===== src/rtl/reg_flit_packetizer.sv =====
// Reads registers FIRST_REG..FIRST_REG+cnt-1 through a dedicated read port and emits them as a flit packet.
// Optional feature: define NI_TX_CHECKSUM_EN to append an XOR checksum flit after the register words.
//
// state | meaning
// IDLE  | waiting for start; the flit register holds nothing valid
// HEAD  | head flit presented, waiting for its handshake
// BODY  | register word (or checksum) flit presented, waiting for its handshake
module reg_flit_packetizer #(
  parameter int DATA_W    = 32,
  parameter int ADDR_W    = 5,
  parameter int DEST_W    = 4,
  parameter int FIRST_REG = 1,
  parameter int MAX_WORDS = 7
) (
  input  logic              i_clk,
  input  logic              i_rst,
  input  logic              i_start,
  input  logic [DEST_W-1:0] i_dest,
  input  logic [2:0]        i_count,
  output logic [ADDR_W-1:0] o_reg_addr,
  input  logic [DATA_W-1:0] i_reg_data,
  output logic [DATA_W+1:0] o_flit_out,
  output logic              o_flit_valid,
  input  logic              i_flit_ready,
  output logic              o_busy,
  output logic              o_done
);

  localparam logic [1:0] T_HEAD      = 2'b10;
  localparam logic [1:0] T_BODY      = 2'b00;
  localparam logic [1:0] T_TAIL      = 2'b11;
  localparam logic [1:0] T_HEAD_TAIL = 2'b01;
  localparam logic [2:0] MAX_CNT     = 3'(MAX_WORDS);
  localparam logic [2:0] LAST_IDX    = 3'(MAX_WORDS - 1);

  typedef enum logic [1:0] {IDLE, HEAD, BODY} state_t;

  state_t              r_state, w_state_n;
  logic [DATA_W+1:0]   r_flit_out, w_flit_n;
  logic                r_flit_valid, w_valid_n;
  logic                r_busy, w_busy_n;
  logic                r_done, w_done_n;
  logic [2:0]          r_ptr, w_ptr_n;
  logic [2:0]          r_cnt, w_cnt_n;
  logic [2:0]          w_cnt_clamp;
  logic [2:0]          w_addr_idx;
  logic                w_hs;
  logic                w_is_tail;
  logic [1:0]          w_word_type;
`ifdef NI_TX_CHECKSUM_EN
  logic [DATA_W-1:0]   r_csum, w_csum_n;
`endif

  assign w_cnt_clamp = (i_count > MAX_CNT) ? MAX_CNT : i_count;
  // ptr reaches cnt after the last load; clamp so the read port never leaves r1..r7
  assign w_addr_idx  = (r_ptr > LAST_IDX) ? LAST_IDX : r_ptr;
  assign o_reg_addr  = ADDR_W'(FIRST_REG) + {{(ADDR_W-3){1'b0}}, w_addr_idx};
  assign w_hs        = r_flit_valid & i_flit_ready;
  assign w_is_tail   = (r_flit_out[DATA_W+1:DATA_W] == T_TAIL);
`ifdef NI_TX_CHECKSUM_EN
  assign w_word_type = T_BODY;
`else
  assign w_word_type = ((r_ptr + 3'd1) == r_cnt) ? T_TAIL : T_BODY;
`endif

  always_comb begin
    w_state_n = r_state;
    w_flit_n  = r_flit_out;
    w_valid_n = r_flit_valid;
    w_busy_n  = r_busy;
    w_done_n  = 1'b0;
    w_ptr_n   = r_ptr;
    w_cnt_n   = r_cnt;
`ifdef NI_TX_CHECKSUM_EN
    w_csum_n  = r_csum;
`endif
    case (r_state)
      IDLE: begin
        if (i_start) begin
          w_cnt_n   = w_cnt_clamp;
          w_valid_n = 1'b1;
          w_busy_n  = 1'b1;
          w_ptr_n   = 3'd0;
          w_state_n = HEAD;
`ifdef NI_TX_CHECKSUM_EN
          w_csum_n  = '0;
          w_flit_n  = {T_HEAD, i_dest, w_cnt_clamp, {(DATA_W-DEST_W-3){1'b0}}};
`else
          w_flit_n  = {(w_cnt_clamp == 3'd0) ? T_HEAD_TAIL : T_HEAD,
                       i_dest, w_cnt_clamp, {(DATA_W-DEST_W-3){1'b0}}};
`endif
        end
      end
      HEAD: begin
        if (w_hs) begin
          if (r_cnt == 3'd0) begin
`ifdef NI_TX_CHECKSUM_EN
            w_flit_n  = {T_TAIL, {DATA_W{1'b0}}};
            w_state_n = BODY;
`else
            w_valid_n = 1'b0;
            w_busy_n  = 1'b0;
            w_done_n  = 1'b1;
            w_state_n = IDLE;
`endif
          end else begin
            w_flit_n  = {w_word_type, i_reg_data};
            w_ptr_n   = r_ptr + 3'd1;
            w_state_n = BODY;
`ifdef NI_TX_CHECKSUM_EN
            w_csum_n  = r_csum ^ i_reg_data;
`endif
          end
        end
      end
      BODY: begin
        if (w_hs) begin
          if (w_is_tail) begin
            w_valid_n = 1'b0;
            w_busy_n  = 1'b0;
            w_done_n  = 1'b1;
            w_ptr_n   = 3'd0;
            w_state_n = IDLE;
          end else if (r_ptr != r_cnt) begin
            w_flit_n = {w_word_type, i_reg_data};
            w_ptr_n  = r_ptr + 3'd1;
`ifdef NI_TX_CHECKSUM_EN
            w_csum_n = r_csum ^ i_reg_data;
          end else begin
            w_flit_n = {T_TAIL, r_csum};
`endif
          end
        end
      end
      default: w_state_n = IDLE;
    endcase
  end

  always_ff @(posedge i_clk or posedge i_rst) begin
    if (i_rst) begin
      r_state      <= IDLE;
      r_flit_out   <= '0;
      r_flit_valid <= 1'b0;
      r_busy       <= 1'b0;
      r_done       <= 1'b0;
      r_ptr        <= 3'd0;
      r_cnt        <= 3'd0;
`ifdef NI_TX_CHECKSUM_EN
      r_csum       <= '0;
`endif
    end else begin
      r_state      <= w_state_n;
      r_flit_out   <= w_flit_n;
      r_flit_valid <= w_valid_n;
      r_busy       <= w_busy_n;
      r_done       <= w_done_n;
      r_ptr        <= w_ptr_n;
      r_cnt        <= w_cnt_n;
`ifdef NI_TX_CHECKSUM_EN
      r_csum       <= w_csum_n;
`endif
    end
  end

  assign o_flit_out   = r_flit_out;
  assign o_flit_valid = r_flit_valid;
  assign o_busy       = r_busy;
  assign o_done       = r_done;

endmodule

===== config.mk =====
export PLATFORM = sky130hd
export DESIGN_NAME = reg_flit_packetizer
export DESIGN_NICKNAME = d
export VERILOG_FILES = /design/src/rtl/reg_flit_packetizer.sv
export SDC_FILE = /design/constraint.sdc
export NUM_CORES = 1
export LEC_CHECK = 0
export ABC_AREA = 1
export CAP_MARGIN = 20
export CELL_PAD_IN_SITES_DETAIL_PLACEMENT = 0
export CELL_PAD_IN_SITES_GLOBAL_PLACEMENT = 1
export CORE_MARGIN = 4
export CORE_UTILIZATION = 25
export CTS_CLUSTER_DIAMETER = 200
export DETAILED_ROUTE_END_ITERATION = 6
export PLACE_DENSITY_LB_ADDON = 0.3
export SLEW_MARGIN = 0
export SYNTH_ARGS = -nofsm -noshare
export SYNTH_HDL_FRONTEND = slang
export SYNTH_SLANG_ARGS = --single-unit

===== constraint.sdc =====
create_clock -name i_clk -period 1.45 [get_ports i_clk]
set_input_delay 0.29 -clock i_clk [delete_from_list [all_inputs] [get_ports i_clk]]
set_output_delay 0.29 -clock i_clk [all_outputs]
set_load 0.02 [all_outputs]

==> impl_metrics.tcl <==
set metrics [dict create \
    violations "setup timing" \
    nFillCells 998 \
    cp_data_required_time_ns 1.16 \
    synth.most_common_cell "nand2_1" \
    final_util_pct 46.3 \
    start_kind "flop" \
    yosys_register_bits 44 \
    portBuffers 83 \
    vias_per_cell 4.36 \
    ys_top_cells_by_area "dfrtp_1 44%, nand2_1 22%, nand4_1 8.8%" \
    htreeDepth 2 \
    syn_avg_cell_area_sq_um 7.30 \
    multi_input_area_sq_um 1470 \
    fin_crit_ns 1.83 \
    drcViolationCount 0 \
    regArea_sq_um 1100 \
    syn-cell-area_sq_um 2500 \
    crit_start "r_ptr[0]" \
    hold_viol_final 0 \
    finalNetCount 516 \
    end_kind "output pin" \
    seq_area_frac_synth_pct 44.1 \
    clockBufferDepth 2 \
    ir_worst_vdd_mv 0.347 \
    synth_cells 342 \
    grt_pass1_vias 2560 \
    area_growth_pct 80.5 \
    clk_pin_slew_ns 0.09 \
    numCtsBuffers 5 \
    hpwl_microns 5480 \
    grt_max_degree 30 \
    synthArstFlopShare_pct 100 \
    cts_tree "yes" \
    wirelength_microns 8240 \
    clkSinkCount 44 \
    arrival_ns 1.54 \
    finClkSkew_ns 0.00939 \
    finalCritPeriodShare_pct 127 \
    rsz0062_at_grt "yes" \
    die_h_microns 108 \
    hp-class "in2async" \
    maxCapViolCount 0 \
    cts_root_buf "clkbuf_8" \
    num_io_pins 85 \
    synth-edff-count 0 \
    status "finished with violations" \
    ys_warn_count 0 \
    max_freq_mhz 545 \
    drt-initial-drc-count 74 \
    fin_setup_tns_ns -9.62 \
    wl_per_cell_microns 13.8 \
    diodes 0 \
    core_sq_um 9730 \
    synth_nets 393 \
    clk_latency_ns 0.30 \
    whs_ns 0.343 \
    p_leak_nw 2.44 \
    setup_violations 41 \
    synth_top_area_share_pct 44.1 \
    num_rows 36 \
    maxSlewViolCount 0 \
    power_density_nw_per_um2 532 \
    synth.largest_area_cell "dfrtp_1" \
    dieArea_sq_um 11700 \
    worst-path-max-fanout 2 \
    gp_congestion 0.753 \
    ys_top_cells_by_count "147 x nand2_1, 45 x inv_1, 44 x dfrtp_1" \
    drive_gt1_share_pct 30.5 \
    r2r-start "r_state[1]" \
    synth_cell_type_count 23 \
    overflow 0 \
    synthFlopType "dfrtp_1" \
    path_class "reg2out" \
    num_vias 2611 \
    setup_ws_ns -0.384 \
    start_util_pct 25.7 \
    grt_pass1_wl_microns 13100 \
    die_width_microns 108 \
    drtPass1Iterations 4 \
    grt_usage_pct 14.2 \
    ant_nets 0 \
    antenna_found_initial 0 \
]
-- cell type report --
type	instances	area share [%]
Inverter	48	4.11
Multi-Input combinational cell	229	32.6
Timing Repair Buffer	137	32.5
Tap cell	133	3.69
Clock buffer	5	1.53
Sequential cell	44	24.5
Clock inverter	3	1.03
-- kinds of logic (layout without fill, tap and decap cells) --
group           count (synthesis)  in the layout  share of synthesized area [%]
other cells                     1              1                          0.150
fa+ha+maj                       8              8                           4.01
buf+inv                        69            193                           12.0
xor+xnor                        2              2                          0.702
flops                          44             44                           44.1
simple gates                  203            203                           35.9
compound gates                 15             15                           3.16
-- path summary, 6_finish.rpt --
kind	slack [ns]	depth (start not counted)	endpoint
max	-0.38	7	o_reg_addr[2]
min	0.34	3	o_flit_out[26]
max reg2reg	-0.26	11	o_flit_out[5]
min reg2reg	0.48	2	o_flit_out[9]
max in group asynchronous	0.77	3	o_flit_out[7]
min in group i_clk	0.48	2	o_flit_out[9]
-- worst max-delay path: stages (launching register included) --
cell,delay [ns]
dfrtp_1,0.39
inv_2,0.07
ha_4,0.12
inv_2,0.04
a31oi_4,0.16
ha_4,0.18
xor2_4,0.14
buf_6,0.13
-- flip-flops by register name (all words and copies together) (netlist names) --
signal,cells
o_flit_out,34
r_state,2
r_ptr,3
r_cnt,3
o_done,1
o_busy,1
-- cells in the final DEF, fill, tap and decap left out, drive strengths merged --
cell / count
a21oi: 1
a31oi: 1
buf: 58
bufinv: 1
clkbuf: 5
clkdlybuf4s50: 42
clkinvlp: 1
conb: 1
dfrtp: 44
dlygate4sd2: 37
ha: 8
inv: 49
nand2: 147
nand3: 14
nand4: 36
nor2: 5
nor3: 1
o21ai: 12
o31ai: 1
xnor2: 1
xor2: 1
-- repair_timing --
action,4_1_cts,5_1_grt
pin swaps,29,18
hold buffers,0,0
setup endpoints to repair,82,44
buffers inserted,15,2
gates cloned,8,0
resized for setup,123,53
-- through the flow --
stage / instance area [sq um] / setup slack, ns / instances / total power [mW]
6_report: 4510 / -0.384 / 599 / 2.40
3_3_place_gp: 3720 / -0.534 / 568 / 1.45
2_1_floorplan: 2570 / -0.0713 / 342 / 1.31
5_1_grt: 4510 / -0.453 / 599 / 2.50
3_5_place_dp: 3720 / -0.585 / 568 / 1.45
4_1_cts: 4320 / -0.405 / 599 / 2.44
-- layer usage --
metal | global-route usage (%) | wire length, microns
met5 | 0 | 0
met4 | 3.34 | 116
met3 | 2.81 | 423
met2 | 23.2 | 4040
met1 | 19.5 | 3660
-- report_power, final --
part / switching [mW] / internal, mW / leakage, nW
Combinational: 0.0745 / 0.121 / 1.78
Clock: 0.455 / 0.520 / 0.0548
Sequential: 0 / 1.23 / 0.606
(Power assumes the default switching activity.)
